### src/rtl/fetch_unit_if.sv
// Bundle between the fetch unit, instruction memory and decode.
// imem: a request transfers on a cycle with imem_req && imem_gnt; data returns in order on imem_rvalid.
interface fetch_unit_if;
  logic        imem_req;
  logic [31:0] imem_addr;
  logic        imem_gnt;
  logic        imem_rvalid;
  logic [31:0] imem_rdata;
  logic        redirect_valid;
  logic [31:0] redirect_pc;
  logic        holdpc;
  logic        if_id_valid;
  logic [31:0] if_id_instruction;
  logic [31:0] if_id_pc_out;

  modport master (
    output imem_req, imem_addr, if_id_valid, if_id_instruction, if_id_pc_out,
    input  imem_gnt, imem_rvalid, imem_rdata, redirect_valid, redirect_pc, holdpc
  );

  modport slave (
    input  imem_req, imem_addr, if_id_valid, if_id_instruction, if_id_pc_out,
    output imem_gnt, imem_rvalid, imem_rdata, redirect_valid, redirect_pc, holdpc
  );
endinterface

### src/rtl/fetch_unit.sv
// Instruction-fetch front end: credit-limited imem requests, in-order prefetch queue,
// redirect flush with stale-response dropping.
module fetch_unit #(
  parameter int          DEPTH           = 4,
  parameter int          MAX_OUTSTANDING = 2,
  parameter logic [31:0] RESET_PC        = 32'h0000_0000
) (
  input  logic         clk,
  input  logic         rst,
  fetch_unit_if.master bus
);
  localparam int PTR_W = (DEPTH > 1) ? $clog2(DEPTH) : 1;
  localparam int CNT_W = PTR_W + 1;
  localparam logic [CNT_W:0]   DEPTH_C   = (CNT_W + 1)'(DEPTH);
  localparam logic [CNT_W-1:0] MAX_OUT_C = CNT_W'(MAX_OUTSTANDING);
  localparam logic [CNT_W-1:0] ONE_C     = CNT_W'(1);
  localparam logic [PTR_W-1:0] PTR_ONE   = PTR_W'(1);

  logic [31:0]      r_fetch_pc;
  logic [31:0]      r_resp_pc;
  logic [31:0]      r_instr_q [DEPTH];
  logic [31:0]      r_pc_q    [DEPTH];
  logic [PTR_W-1:0] r_rd_ptr;
  logic [PTR_W-1:0] r_wr_ptr;
  logic [CNT_W-1:0] r_count;
  logic [CNT_W-1:0] r_outstanding;
  logic [CNT_W-1:0] r_drop_cnt;
  logic             r_rst_busy;

  logic             w_req;
  logic             w_grant;
  logic             w_resp;
  logic             w_drop;
  logic             w_push;
  logic             w_pop;
  logic             w_valid;
  logic [CNT_W:0]   w_credit;
  logic [31:0]      w_redirect_pc;

  // Queue entries plus in-flight requests never exceed DEPTH, so a response always has a slot.
  assign w_credit      = {1'b0, r_count} + {1'b0, r_outstanding};
  assign w_req         = !r_rst_busy && !bus.redirect_valid &&
                         (w_credit < DEPTH_C) && (r_outstanding < MAX_OUT_C);
  assign w_grant       = w_req && bus.imem_gnt;
  assign w_resp        = bus.imem_rvalid && (r_outstanding != '0);
  assign w_drop        = w_resp && (r_drop_cnt != '0);
  assign w_valid       = (r_count != '0);
  assign w_push        = w_resp && !w_drop && !bus.redirect_valid;
  assign w_pop         = w_valid && !bus.holdpc && !bus.redirect_valid;
  assign w_redirect_pc = bus.redirect_pc & 32'hFFFF_FFFC;

  always_ff @(posedge clk) begin
    if (rst) begin
      r_fetch_pc    <= RESET_PC;
      r_resp_pc     <= RESET_PC;
      r_rd_ptr      <= '0;
      r_wr_ptr      <= '0;
      r_count       <= '0;
      r_outstanding <= '0;
      r_drop_cnt    <= '0;
      r_rst_busy    <= 1'b1;
    end else begin
      r_rst_busy <= 1'b0;
      case ({w_grant, w_resp})
        2'b10:   r_outstanding <= r_outstanding + ONE_C;
        2'b01:   r_outstanding <= r_outstanding - ONE_C;
        default: r_outstanding <= r_outstanding;
      endcase
      if (bus.redirect_valid) begin
        // Everything still in flight after this edge belongs to the old path.
        r_drop_cnt <= w_resp ? (r_outstanding - ONE_C) : r_outstanding;
        r_fetch_pc <= w_redirect_pc;
        r_resp_pc  <= w_redirect_pc;
        r_count    <= '0;
        r_rd_ptr   <= '0;
        r_wr_ptr   <= '0;
      end else begin
        if (w_grant) r_fetch_pc <= r_fetch_pc + 32'd4;
        if (w_drop)  r_drop_cnt <= r_drop_cnt - ONE_C;
        if (w_push) begin
          r_wr_ptr  <= r_wr_ptr + PTR_ONE;
          r_resp_pc <= r_resp_pc + 32'd4;
        end
        if (w_pop) r_rd_ptr <= r_rd_ptr + PTR_ONE;
        case ({w_push, w_pop})
          2'b10:   r_count <= r_count + ONE_C;
          2'b01:   r_count <= r_count - ONE_C;
          default: r_count <= r_count;
        endcase
      end
    end
  end

  always_ff @(posedge clk) begin
    if (w_push && !rst) begin
      r_instr_q[r_wr_ptr] <= bus.imem_rdata;
      r_pc_q[r_wr_ptr]    <= r_resp_pc;
    end
  end

  assign bus.imem_req          = w_req;
  assign bus.imem_addr         = r_fetch_pc;
  assign bus.if_id_valid       = w_valid;
  assign bus.if_id_instruction = w_valid ? r_instr_q[r_rd_ptr] : 32'd0;
  assign bus.if_id_pc_out      = w_valid ? r_pc_q[r_rd_ptr] : 32'd0;
endmodule

### src/flat_wrapper.sv
// flat-port wrapper written by rule: the top's interface ports become plain ports
module fetch_unit_flat 
#(
  parameter int          DEPTH           = 4,
  parameter int          MAX_OUTSTANDING = 2,
  parameter logic [31:0] RESET_PC        = 32'h0000_0000
)
  (clk, rst, bus_imem_req, bus_imem_addr, bus_if_id_valid, bus_if_id_instruction, bus_if_id_pc_out, bus_imem_gnt, bus_imem_rvalid, bus_imem_rdata, bus_redirect_valid, bus_redirect_pc, bus_holdpc);
  fetch_unit_if bus_i ();
  input  logic clk;
  input  logic rst;
  output wire logic [$bits(bus_i.imem_req)-1:0] bus_imem_req;
  output wire logic [$bits(bus_i.imem_addr)-1:0] bus_imem_addr;
  output wire logic [$bits(bus_i.if_id_valid)-1:0] bus_if_id_valid;
  output wire logic [$bits(bus_i.if_id_instruction)-1:0] bus_if_id_instruction;
  output wire logic [$bits(bus_i.if_id_pc_out)-1:0] bus_if_id_pc_out;
  input wire logic [$bits(bus_i.imem_gnt)-1:0] bus_imem_gnt;
  input wire logic [$bits(bus_i.imem_rvalid)-1:0] bus_imem_rvalid;
  input wire logic [$bits(bus_i.imem_rdata)-1:0] bus_imem_rdata;
  input wire logic [$bits(bus_i.redirect_valid)-1:0] bus_redirect_valid;
  input wire logic [$bits(bus_i.redirect_pc)-1:0] bus_redirect_pc;
  input wire logic [$bits(bus_i.holdpc)-1:0] bus_holdpc;
  assign bus_imem_req = bus_i.imem_req;
  assign bus_imem_addr = bus_i.imem_addr;
  assign bus_if_id_valid = bus_i.if_id_valid;
  assign bus_if_id_instruction = bus_i.if_id_instruction;
  assign bus_if_id_pc_out = bus_i.if_id_pc_out;
  assign bus_i.imem_gnt = bus_imem_gnt;
  assign bus_i.imem_rvalid = bus_imem_rvalid;
  assign bus_i.imem_rdata = bus_imem_rdata;
  assign bus_i.redirect_valid = bus_redirect_valid;
  assign bus_i.redirect_pc = bus_redirect_pc;
  assign bus_i.holdpc = bus_holdpc;
  fetch_unit #(.DEPTH(DEPTH), .MAX_OUTSTANDING(MAX_OUTSTANDING), .RESET_PC(RESET_PC)) u_core (.clk(clk), .rst(rst), .bus(bus_i));
endmodule
### config.mk
export PLATFORM = sky130hd
export DESIGN_NAME = fetch_unit_flat
export DESIGN_NICKNAME = d
export VERILOG_FILES = /design/src/rtl/fetch_unit_if.sv /design/src/rtl/fetch_unit.sv /design/src/flat_wrapper.sv
export SDC_FILE = /design/constraint.sdc
export NUM_CORES = 1
export LEC_CHECK = 0
export ABC_AREA = 0
export ABC_CLOCK_PERIOD_IN_PS = 8900
export BUFFER_PORTS_ARGS = -buffer_cell sky130_fd_sc_hd__buf_2
export CORE_MARGIN = 2
export CORE_UTILIZATION = 46
export CTS_CLUSTER_SIZE = 12
export DETAILED_ROUTE_END_ITERATION = 8
export MAX_ROUTING_LAYER = met4
export PLACE_DENSITY = 0.66
export SLEW_MARGIN = 10
export SYNTH_ARGS = -nofsm -noshare
export SYNTH_HDL_FRONTEND = slang
export SYNTH_SLANG_ARGS = --single-unit
### constraint.sdc
create_clock -name clk -period 8.9 [get_ports clk]
set_input_delay 1.335 -clock clk [delete_from_list [all_inputs] [get_ports clk]]
set_output_delay 1.335 -clock clk [all_outputs]
set_load 0.01 [all_outputs]
[After elaboration in Yosys (flattened, before gate mapping)]
Memory sizes are Yosys's and may differ from the RTL's. A register that Yosys moved wholly into a read port is not among the register bits.
Index checks and enable logic that the tools add are counted.
Operators by class
  add/sub/neg operators: 10
  order comparisons: 2
  eq/ne operators: 4
  muxes and demuxes: 18
  reductions and logical operators: 25
Operators by type and width (count)
  $mux 32: 6
  $add 32x3->32 const B: 2
  $pmux 3 s2: 2
  $logic_and 1x1->1: 11
  $reduce_bool 2->1: 5
  $mux 3: 3
  $reduce_bool 3->1: 3
  $sub 3x1->3 const B: 3
  $mux 2: 4
  $add 3x1->3 const B: 2
  $logic_not 1->1: 5
  $add 2x1->2 const B: 2
  $add 3x3->4: 1
  $eq 2x1->1 const B: 2
  $eq 2x2->1 const B: 2
  $lt 4x3->1 const B: 1
  $lt 3x2->1 const B: 1
  $mux 1: 3
  $reduce_or 2->1: 1
Storage, ports and cells
  register bits after elaboration: 78
  bits in writable memories: 256
  input port bits: 70
  output and inout port bits: 98
  logic and storage cells: 71
  memories: 2
Memories
  u_core.r_instr_q: words 4, bits a word 32, read ports 1, clocked after memory_dff 1, write ports 1, RTL line fetch_unit.sv:21  | logic [31:0] r_instr_q [DEPTH];
  u_core.r_pc_q: words 4, bits a word 32, read ports 1, clocked after memory_dff 1, write ports 1, RTL line fetch_unit.sv:22  | logic [31:0] r_pc_q [DEPTH];

[Longest topological paths before layout]
Gate-level depths: netlist (run 1).
  depth in word-level cells: 9
  depth in mapped cells: 12
  gate-level depth less buffers: 11

[Least setup slack after synthesis (run 1)]
OpenSTA, ideal clock, no wires.
  path kind: in2reg
  from: in bus_imem_rvalid
  to: mem u_core.r_instr_q[0][0], enable pin
  library setup time: 427 ps
  data arrival time: 3506 ps
  required time: 8473 ps
  path slack: 4968 ps
  cell stages on the path: 5
  path buffers: 1
  cell sequence: nor2b_1 clkbuf_1 nand2_1 nor2_1 and2_1
Between the ends
  word-level cells in the longest chain between the ends: 8
RTL lines
  start: declaration: RTL line flat_wrapper.sv:18  | input wire logic [$bits(bus_i.imem_rvalid)-1:0] bus_imem_rvalid;
  $logic_and 1x1->1 (*): RTL line fetch_unit.sv:45  | assign w_resp = bus.imem_rvalid && (r_outstanding != '0);
  $logic_and 1x1->1: RTL line fetch_unit.sv:46  | assign w_drop = w_resp && (r_drop_cnt != '0);
  $logic_not 1->1: RTL line fetch_unit.sv:48  | assign w_push = w_resp && !w_drop && !bus.redirect_valid;
  $logic_and 1x1->1 (*) (2 in series): RTL line fetch_unit.sv:48
  $logic_and 1x1->1 (*): RTL line fetch_unit.sv:95  | if (w_push && !rst) begin
  $mux 1 (*): RTL line fetch_unit.sv:95
  $mux 1 (implied by the code) (*): RTL line fetch_unit.sv:96  | r_instr_q[r_wr_ptr] <= bus.imem_rdata;
  end: declaration: RTL line fetch_unit.sv:21
Every way passes the cells marked *; elsewhere a longest branch is shown, timed or not.

==> results of run 1 <==
==> power breakdown <==
group / internal [mW] / total, mW / switching (mW)
clock network: 0.829 / 1.39 / 0.559
registers: 1.67 / 1.72 / 0.0458
logic: 0.107 / 0.266 / 0.159
==> metrics by stage <==
step	instances	worst slack, ns	total power, mW	hold WS [ns]
3_3_place_gp	1436	4.47	2.01	0.483
3_5_place_dp	1436	4.43	2.02	0.489
2_1_floorplan	927	4.97	1.92	0.466
6_report	1501	4.66	3.37	0.493
5_1_grt	1501	4.38	3.51	0.529
4_1_cts	1501	4.52	3.42	0.497
==> synthesized netlist by cell type, types with 3 or more instances <==
cell	n
a211oi_1	19
a21boi_0	8
a21oi_1	19
a31oi_1	19
a32oi_1	3
and2_1	8
and3_1	8
and4_1	9
buf_1	3
buf_2	9
buf_4	5
clkbuf_1	33
dfxtp_1	76
edfxtp_1	248
ha_1	15
inv_1	19
mux4_2	62
nand2_1	62
nand3_1	26
nand3b_1	3
nand4_1	18
nor2_1	42
nor2b_1	68
nor3_1	13
o211ai_1	6
o21a_1	7
o21ai_0	17
o311ai_0	6
or3_1	6
or4_1	8
xnor2_1	11
xor2_1	26
==> cells in the final DEF (no fill, tap or decap), drive strengths merged, types with 2 or more instances in the layout <==
cell	synthesis	routed
a211oi	19	19
a21boi	8	8
a21oi	19	19
a31oi	19	19
a32oi	3	3
and2	8	8
and3	9	9
and4	9	9
buf	19	172
bufinv	0	2
clkbuf	34	52
clkinv	2	10
conb	1	4
dfxtp	76	76
edfxtp	248	248
ha	15	15
inv	21	24
mux4	62	62
nand2	62	62
nand2b	2	2
nand3	28	28
nand3b	3	3
nand4	19	19
nor2	43	43
nor2b	68	68
nor3	13	13
nor4	3	3
o211ai	6	6
o21a	7	7
o21ai	17	17
o311ai	6	6
o31a	2	2
o31ai	2	2
or2	2	2
or3	8	8
or4	8	8
xnor2	11	11
xor2	26	26
==> routing by layer <==
layer  routed length, um  share of wire  up-vias
li1                    -              -     3872
met1               13400           0.47     4060
met2               12900           0.45      290
met3                1820          0.064       44
met4                 575          0.020        0
met5                   0              0        -
==> final cells by class <==
type | instances | share of cell area
Clock inverter | 13 | 0.00770
Sequential cell | 324 | 0.564
Timing Repair Buffer | 172 | 0.0558
Inverter | 23 | 0.00558
Clock buffer | 52 | 0.0617
Multi-Input combinational cell | 527 | 0.275
Tap cell | 390 | 0.0306
==> worst max path at each step <==
| stage | end | slack, ns |
|---|---|---|
| after floorplan | u_core.r_instr_q[0][0] | 4.97 |
| after global placement | u_core.r_instr_q[3][4] | 4.47 |
| after detailed placement | u_core.r_pc_q[1][21] | 4.43 |
| after CTS | bus_if_id_pc_out[2] | 4.52 |
| after global routing | bus_if_id_pc_out[2] | 4.38 |
| final | bus_if_id_pc_out[26] | 4.66 |
==> state kept, by name (all words and copies together) (netlist names), named ones only <==
register              count
u_core.r_instr_q        128
u_core.r_rd_ptr           2
u_core.r_drop_cnt         3
u_core.r_rst_busy         1
u_core.r_wr_ptr           2
u_core.bus.imem_addr     30
u_core.r_pc_q           120
u_core.r_outstanding      3
u_core.r_resp_pc         30
u_core.r_count            3
==> worst max-delay path: stages, from the launching register on <==
cell and delay (ns):
dfxtp_4 0.83, buf_4 0.62, mux4_2 0.60, nor2b_1 0.15, buf_2 0.19
==> cells by family (layout without fill, tap and decap cells) <==
group | Yosys count | after routing
and+or+nand+nor | 289 | 289
xor gates and xnor gates | 37 | 37
other | 1 | 4
adders and majority gates | 16 | 16
muxes | 64 | 64
buffers and inverters | 76 | 260
AOI/OAI and AO/OA | 117 | 117
DFF | 324 | 324
==> flow_metrics.env, run 1 <==
export IMPL_yosysSeqAreaShare=0.656
export IMPL_gr_usage_met1=0.269
export IMPL_utilization=0.540
export IMPL_synth_async_reset_ratio=0
export IMPL_synth_edff_count=248
export IMPL_outcome="complete, no violations"
export IMPL_hold_path_depth=2
export IMPL_cp_arrival_ns=2.90
export IMPL_crit_type="reg2out"
export IMPL_worstMarginPinSlew_ns=1.07
export IMPL_layout_drive_gt1_share=0.270
export IMPL_antenna_found_initial=0
export IMPL_finClkSkew_ns=0.0122
export IMPL_final_nets=1170
export IMPL_setup_tns_ns=0
export IMPL_synthMuxAreaShare=0.104
export IMPL_final_area_um2=15900
export IMPL_dieArea_um2=31100
export IMPL_synth_simple_area_share=0.118
export IMPL_critPathCaptureType="output port"
export IMPL_numCtsBuffers=36
export IMPL_yosysTopAreaCell="edfxtp_1"
export IMPL_ys_seq_elements=324
export IMPL_vias=8266
export IMPL_wl_per_cell_um=19.1
export IMPL_cts_tree="yes"
export IMPL_grtUsageMet3=0.0321
export IMPL_finalHoldViolations=0
export IMPL_min_from="u_core.r_wr_ptr[0]"
export IMPL_fmaxAchievable_mhz=236
export IMPL_ant_nets=0
export IMPL_period_minus_slack_ns=4.24
export IMPL_powerDensity_nw_per_um2=212
export IMPL_synthTopCellsByArea="edfxtp_1 54%, dfxtp_1 11%, mux4_2 10%"
export IMPL_drtIter0Drc=509
export IMPL_clk_latency_ns=0.51
export IMPL_fillers=2476
export IMPL_ys_types=68
export IMPL_multi_input_area_um2=4380
export IMPL_grt_max_degree=72
export IMPL_whs_endpoint="u_core.r_wr_ptr[0]"
export IMPL_hold_buffers=0
export IMPL_area_growth_syn_to_layout_pct=16.5
export IMPL_relSlewSlack=0.283
export IMPL_ys_warn_count=0
export IMPL_synth_top_area_share=0.545
export IMPL_synth_xor_area_frac=0.0237
export IMPL_r2r_end="u_core.r_pc_q[3][26]"
export IMPL_cts_root_buf="clkbuf_16"
export IMPL_synthAdderAreaFrac=0.0152
export IMPL_synth_compound_area_frac=0.0582
export IMPL_first_pass_iters=5
export IMPL_timing_rr_start="u_core.r_outstanding[1]"
export IMPL_busiest_layer="met2"
export IMPL_ir_drop_mv=0.133
export IMPL_synth_top_family_by_area="simple AND/OR/NAND/NOR gates"
export IMPL_ff2ff_path_depth=8
export IMPL_clk_pin_slew_ns=0.06
export IMPL_netlist_area_um2=13700
export IMPL_critPathRequiredTime_ns=7.57
export IMPL_htreeDepth=2
export IMPL_period_share=0.476
export IMPL_cts_sinks=324
export IMPL_drc=0
export IMPL_vias_per_cell=5.51
export IMPL_syn_inst=924
export IMPL_cts_setup_buffers=0
export IMPL_finalMaxSlewViolations=0
export IMPL_cp_max_fo=35
export IMPL_die_y_um=176
export IMPL_ff_latch_area_um2=8970
export IMPL_core_area_um2=29500
export IMPL_grt_pass1_wl_um=44900
export IMPL_syn_avg_cell_area_um2=14.8
export IMPL_synth_flop_cell="edfxtp_1"
export IMPL_fp_dieW_um=176
export IMPL_routabilityCongestion=0.840
export IMPL_p_leak_nw=5.45
export IMPL_critPathLaunchType="flop"
export IMPL_placementRows=63
export IMPL_grt_pass1_vias=8239
export IMPL_grtUsageTotal=0.191
export IMPL_cap_violations=0
export IMPL_rrSetupSlack_ns=5.24
export IMPL_hpwl_um=17600
export IMPL_cts_resized=0
export IMPL_hp_class="reg2reg"
export IMPL_portBuffers=161
export IMPL_rsz0062_at_grt="false"
export IMPL_ioPinCount=168
export IMPL_grt_ovfl_total=0
export IMPL_placed_cell_area_um2=14800
export IMPL_grt_util_met2=0.289
export IMPL_ctsLongestPathBuffers=3
export IMPL_antenna_cells=0
export IMPL_setup_viol=0
export IMPL_start_util=0.464
export IMPL_wirelength_um=28700
No activity file was read; power rests on OpenSTA's default activity.
==> run 2: changes to the inputs <==
ABC_CLOCK_PERIOD_IN_PS = 4260   (was 8900)
clock period = 4.26 ns   (was 8.9 ns; I/O delays follow)
==> run 2 against run 1 <==
  * Non-clock buffer count rose by 1
  * Combinational power rose by 110%
  * Critical endpoint is now bus_if_id_instruction[6]
  * Total power rose by 110%
  * Die area did not move
  * Sequential share of layout area fell by 0.11 points
  * Clock power rose by 100%
  * Cell area rose by 0.20%
  * First-iteration DRC count rose by 8.8%
  * Wire length fell by 0.73%
  * Clock skew rose by 0.0011 ns
  * Register-to-register slack got worse by 3.9 ns
==> flow_metrics.env, run 2 (synthesis gave the netlist of run 1 again) <==
export IMPL_grtUsageTotal=0.191
export IMPL_core_area_um2=29500
export IMPL_period_minus_slack_ns=3.08
export IMPL_ctsLongestPathBuffers=3
export IMPL_area_growth_syn_to_layout_pct=16.7
export IMPL_cts_root_buf="clkbuf_16"
export IMPL_timing_rr_start="u_core.r_outstanding[0]"
export IMPL_cts_sinks=324
export IMPL_largest_reg_flops=128
export IMPL_drtIter0Drc=554
export IMPL_first_pass_iters=4
export IMPL_htreeDepth=2
export IMPL_p_leak_nw=5.45
export IMPL_powerDensity_nw_per_um2=437
export IMPL_hp_class="in2reg"
export IMPL_placementRows=63
export IMPL_grt_ovfl_total=0
export IMPL_finalHoldViolations=0
export IMPL_die_y_um=176
export IMPL_ant_nets=0
export IMPL_switching_share=0.222
export IMPL_cts_tree="yes"
export IMPL_crit_type="reg2out"
export IMPL_wl_per_cell_um=19.0
export IMPL_finClkSkew_ns=0.0133
export IMPL_ir_drop_mv=0.255
export IMPL_vias=8279
export IMPL_crit_slowest_cell="dfxtp_4"
export IMPL_ff2ff_path_depth=8
export IMPL_grt_max_degree=71
export IMPL_antenna_cells=0
export IMPL_drc=0
export IMPL_portBuffers=161
export IMPL_cp_slowest_stage_delay_ns=0.63
export IMPL_rsz0062_at_grt="false"
export IMPL_fp_dieW_um=176
export IMPL_antenna_found_initial=0
export IMPL_min_from="bus_imem_rdata[4]"
export IMPL_period_share=0.723
export IMPL_relSlewSlack=0.381
export IMPL_cp_max_fo=42
export IMPL_final_nets=1170
export IMPL_power_frac_clock=0.405
export IMPL_critPathRequiredTime_ns=3.62
export IMPL_setup_tns_ns=0
export IMPL_critPathLaunchType="flop"
export IMPL_reg_largest_list="u_core.r_instr_q: 128 flops, u_core.r_pc_q: 120 flops"
export IMPL_final_common_cell="edfxtp_1"
export IMPL_hold_buffers=0
export IMPL_seqPwrFrac=0.515
export IMPL_path_cells="buf_12, mux4_2, nor2b_1, buf_2"
export IMPL_worstMarginPinSlew_ns=0.929
export IMPL_clk_pin_slew_ns=0.06
export IMPL_routabilityCongestion=0.865
export IMPL_start_util=0.464
export IMPL_vias_per_cell=5.54
export IMPL_setup_viol=0
export IMPL_pwr_share_comb=0.080
export IMPL_largest_register="u_core.r_instr_q"
export IMPL_layout_drive_gt1_share=0.270
export IMPL_hold_path_depth=1
export IMPL_netSwitchingPower_mw=1.55
export IMPL_cp_arrival_ns=2.44
export IMPL_cts_setup_buffers=0
export IMPL_hpwl_um=17200
export IMPL_dieArea_um2=31100
export IMPL_fmaxAchievable_mhz=325
export IMPL_layout_common_cells="248 x edfxtp_1, 161 x buf_2, 74 x dfxtp_1"
export IMPL_finalMaxSlewViolations=0
export IMPL_critPathCaptureType="output port"
export IMPL_whs_ns=0.362
export IMPL_outcome="complete, no violations"
export IMPL_clk_latency_ns=0.50
export IMPL_cap_violations=0
export IMPL_grt_pass1_vias=7993
export IMPL_wirelength_um=28500
export IMPL_p_int_mw=5.43
export IMPL_cts_resized=0
export IMPL_numCtsBuffers=35
export IMPL_grt_pass1_wl_um=44600
export IMPL_ioPinCount=168
run 2: changes by cell type in the layout (fill, tap and decap cells not counted), sizes merged:
cell / change
clkbuf: -6
inv: -3
buf: +1
clkinv: +1
run 2: power groups by stage:
stage / Sequential [mW] / Clock (mW) / Combinational, mW
after floorplan: 3.64 / 0 / 0.376
final: 3.59 / 2.83 / 0.560
after global placement: 3.65 / 0 / 0.557
after global routing: 3.60 / 3.04 / 0.636
after detailed placement: 3.66 / 0 / 0.563
after CTS: 3.59 / 2.91 / 0.566
run 2: stage by stage:
step / cells / power [mW] / util / cell area (um2) / setup slack, ns
floorplan: 927 / 4.01 / - / 13700 / 0.867
global placement: 1437 / 4.21 / 0.505 / 14900 / 1.36
detailed placement: 1437 / 4.22 / 0.505 / 14900 / 1.34
CTS: 1494 / 7.06 / 0.541 / 16000 / 1.07
global route: 1494 / 7.28 / 0.541 / 16000 / 0.980
finish: 1494 / 6.98 / 0.541 / 16000 / 1.18
run 2: final timing paths:
kind | slack (ns) | endpoint
worst max-delay path | 1.18 | bus_if_id_instruction[6]
worst min-delay path | 0.36 | u_core.r_instr_q[1][4]
worst max register to register | 1.34 | u_core.r_instr_q[3][8]
worst min register to register | 0.49 | u_core.r_wr_ptr[0]
run 2: area by class of cell:
type,instances,area [um2]
clock buffer,46,970
clock inverter,11,96.3
fill,2425,13500
inverter,23,88.8
multi-input combinational,527,4380
sequential,324,8970
tap,390,488
timing repair buffer,173,958
run 2: per-layer routing:
| metal | track usage | routed length, um | vias up |
|---|---|---|---|
| met5 | - | 0 | - |
| met4 | 0.0379 | 356 | 0 |
| met1 | 0.268 | 13000 | 4084 |
| met3 | 0.0342 | 2010 | 34 |
| met2 | 0.294 | 13100 | 299 |
| li1 | - | - | 3862 |
run 2: worst max-delay path: cells and delay by family (launching register included):
| family | cells | cell delay, ns |
|---|---|---|
| flops | 1 | 0.63 |
| simple gates | 1 | 0.16 |
| buf+inv | 2 | 0.56 |
| mux | 1 | 0.54 |
==> run 3: changes to the inputs <==
ABC_CLOCK_PERIOD_IN_PS = 2800   (was 4260)
PLACE_DENSITY = 0.68   (was 0.66)
clock period = 2.8 ns   (was 4.26 ns; I/O delays follow)
==> run 3 against run 2 <==
  * Global-route usage up 0.34 points
  * Combinational power up 58%
  * Sequential cell count unchanged
  * Die area unchanged
  * Wire length up 2.1%
  * Worst setup slack worse by 1.1 ns
  * Cell count up 1.3%
  * Register-to-register slack worse by 1.1 ns
  * Via count up 2.1%
  * Total power up 51%
  * Non-clock buffer count up 19
  * Sequential share of layout area down 0.68 points
  * Critical path type unchanged
==> flow_metrics.env, run 3 (synthesis gave the netlist of run 1 again) <==
export IMPL_ioPinCount=168
export IMPL_powerDensity_nw_per_um2=653
export IMPL_cp_max_fo=10
export IMPL_largest_register="u_core.r_instr_q"
export IMPL_critPathLaunchType="flop"
export IMPL_cp_startpoint="u_core.r_outstanding[2]"
export IMPL_fillers=2406
export IMPL_grt_ovfl_total=0
export IMPL_fmaxAchievable_mhz=374
export IMPL_cp_arrival_ns=2.25
export IMPL_dieArea_um2=31100
export IMPL_setup_tns_ns=0
export IMPL_hold_path_depth=1
export IMPL_wirelength_um=29100
export IMPL_rrSetupSlack_ns=0.24
export IMPL_antenna_cells=0
export IMPL_crit_type="reg2out"
export IMPL_start_util=0.464
export IMPL_clk_latency_ns=0.51
export IMPL_cts_root_buf="clkbuf_16"
export IMPL_worstMarginPinSlew_ns=1.03
export IMPL_final_area_um2=16100
export IMPL_antenna_found_initial=0
export IMPL_finalMaxSlewViolations=0
export IMPL_cts_resized=0
export IMPL_whs_endpoint="u_core.r_instr_q[1][18]"
export IMPL_final_nets=1190
export IMPL_grt_pass1_wl_um=45500
export IMPL_path_cells="ha_1, nor4_4, nand3_4, inv_1, buf_2"
export IMPL_cp_top_family="simple AND/OR/NAND/NOR gates"
export IMPL_fp_dieW_um=176
export IMPL_ant_nets=0
export IMPL_hpwl_um=18600
export IMPL_hold_buffers=0
export IMPL_crit_buf_inv=2
export IMPL_clk_pin_slew_ns=0.05
export IMPL_rsz0062_at_grt="true"
export IMPL_period_share=0.955
export IMPL_numCtsBuffers=36
export IMPL_htreeDepth=2
export IMPL_setup_viol=0
export IMPL_vias=8450
export IMPL_core_area_um2=29500
export IMPL_ff2ff_path_depth=7
export IMPL_portBuffers=161
export IMPL_grt_max_degree=64
export IMPL_vias_per_cell=5.58
export IMPL_cts_sinks=324
export IMPL_timing_rr_start="u_core.r_outstanding[1]"
export IMPL_critPathCaptureType="output port"
export IMPL_cts_tree="yes"
export IMPL_placed_cell_area_um2=15100
export IMPL_layout_common_cells="248 x edfxtp_1, 161 x buf_2, 74 x dfxtp_1"
export IMPL_grt_pass1_vias=8255
export IMPL_largest_reg_flops=128
export IMPL_routabilityCongestion=0.880
export IMPL_first_pass_iters=5
export IMPL_ir_drop_mv=0.482
export IMPL_r2r_end="u_core.bus.imem_addr[10]"
export IMPL_crit_slowest_cell="dfxtp_1"
export IMPL_drtIter0Drc=598
export IMPL_wl_per_cell_um=19.2
export IMPL_cts_setup_buffers=0
export IMPL_finalPower_mw=10.5
export IMPL_min_from="bus_imem_rdata[18]"
export IMPL_die_y_um=176
export IMPL_relSlewSlack=0.310
export IMPL_cap_violations=0
export IMPL_whs_ns=0.124
export IMPL_hp_class="in2reg"
export IMPL_area_growth_syn_to_layout_pct=18.2
export IMPL_cp_slowest_stage_delay_ns=0.45
export IMPL_layout_drive_gt1_share=0.284
export IMPL_outcome="complete, no violations"
export IMPL_placementRows=63
export IMPL_drc=0
export IMPL_grtUsageTotal=0.194
export IMPL_ctsLongestPathBuffers=3
export IMPL_period_minus_slack_ns=2.67
export IMPL_finClkSkew_ns=0.0139
export IMPL_p_leak_nw=5.55
export IMPL_ff_latch_area_um2=8970
export IMPL_reg_largest_list="u_core.r_instr_q: 128 flops, u_core.r_pc_q: 120 flops"
export IMPL_final_common_cell="edfxtp_1"
export IMPL_finalHoldViolations=0
export IMPL_critPathRequiredTime_ns=2.38
export IMPL_multi_input_area_um2=4380
-- run 3: through the flow --
step,utilization,setup slack [ns],cells
CTS,0.548,0.0803,1514
global route,0.548,-0.0203,1514
finish,0.548,0.127,1514
floorplan,-,0.0834,927
detailed placement,0.512,0.278,1456
global placement,0.512,0.325,1456
-- run 3: how the worst max path moves through the flow --
stage | to | depth (start not counted)
floorplan | u_core.r_instr_q[0][0] | 8
global placement | u_core.bus.imem_addr[12] | 7
detailed placement | u_core.bus.imem_addr[13] | 7
CTS | bus_imem_req | 5
global route | bus_imem_req | 5
finish | bus_imem_req | 5
-- run 3: where the power goes --
| part | switching, mW | total (mW) | internal [mW] |
|---|---|---|---|
| logic | 0.512 | 0.885 | 0.373 |
| clock network | 1.76 | 4.20 | 2.44 |
| registers | 0.143 | 5.46 | 5.32 |
| total | 2.41 | 10.5 | 8.14 |
-- run 3: layer usage --
metal | global-route usage | share of wire | vias to the layer above
met5 | - | 0 | -
met4 | 0.0541 | 0.020 | 0
li1 | - | - | 3910
met2 | 0.294 | 0.45 | 325
met1 | 0.276 | 0.46 | 4165
met3 | 0.0273 | 0.067 | 50
-- run 3: worst reg2reg max path, stage by stage (launching register included) --
cell and delay (ns):
dfxtp_1 0.35, ha_1 0.29, a31oi_1 0.12, nand3_4 0.23
inv_1 0.20, a21oi_1 0.85, o21ai_0 0.23, a31oi_1 0.21
-- run 3: area by class of cell --
cell class              instances  share of cell area
inverters                      23             0.00550
flip-flops and latches        324               0.556
repair buffers                192              0.0728
clock buffers                  47              0.0603
well taps                     390              0.0302
clock inverters                11             0.00442
multi-input cells             527               0.271
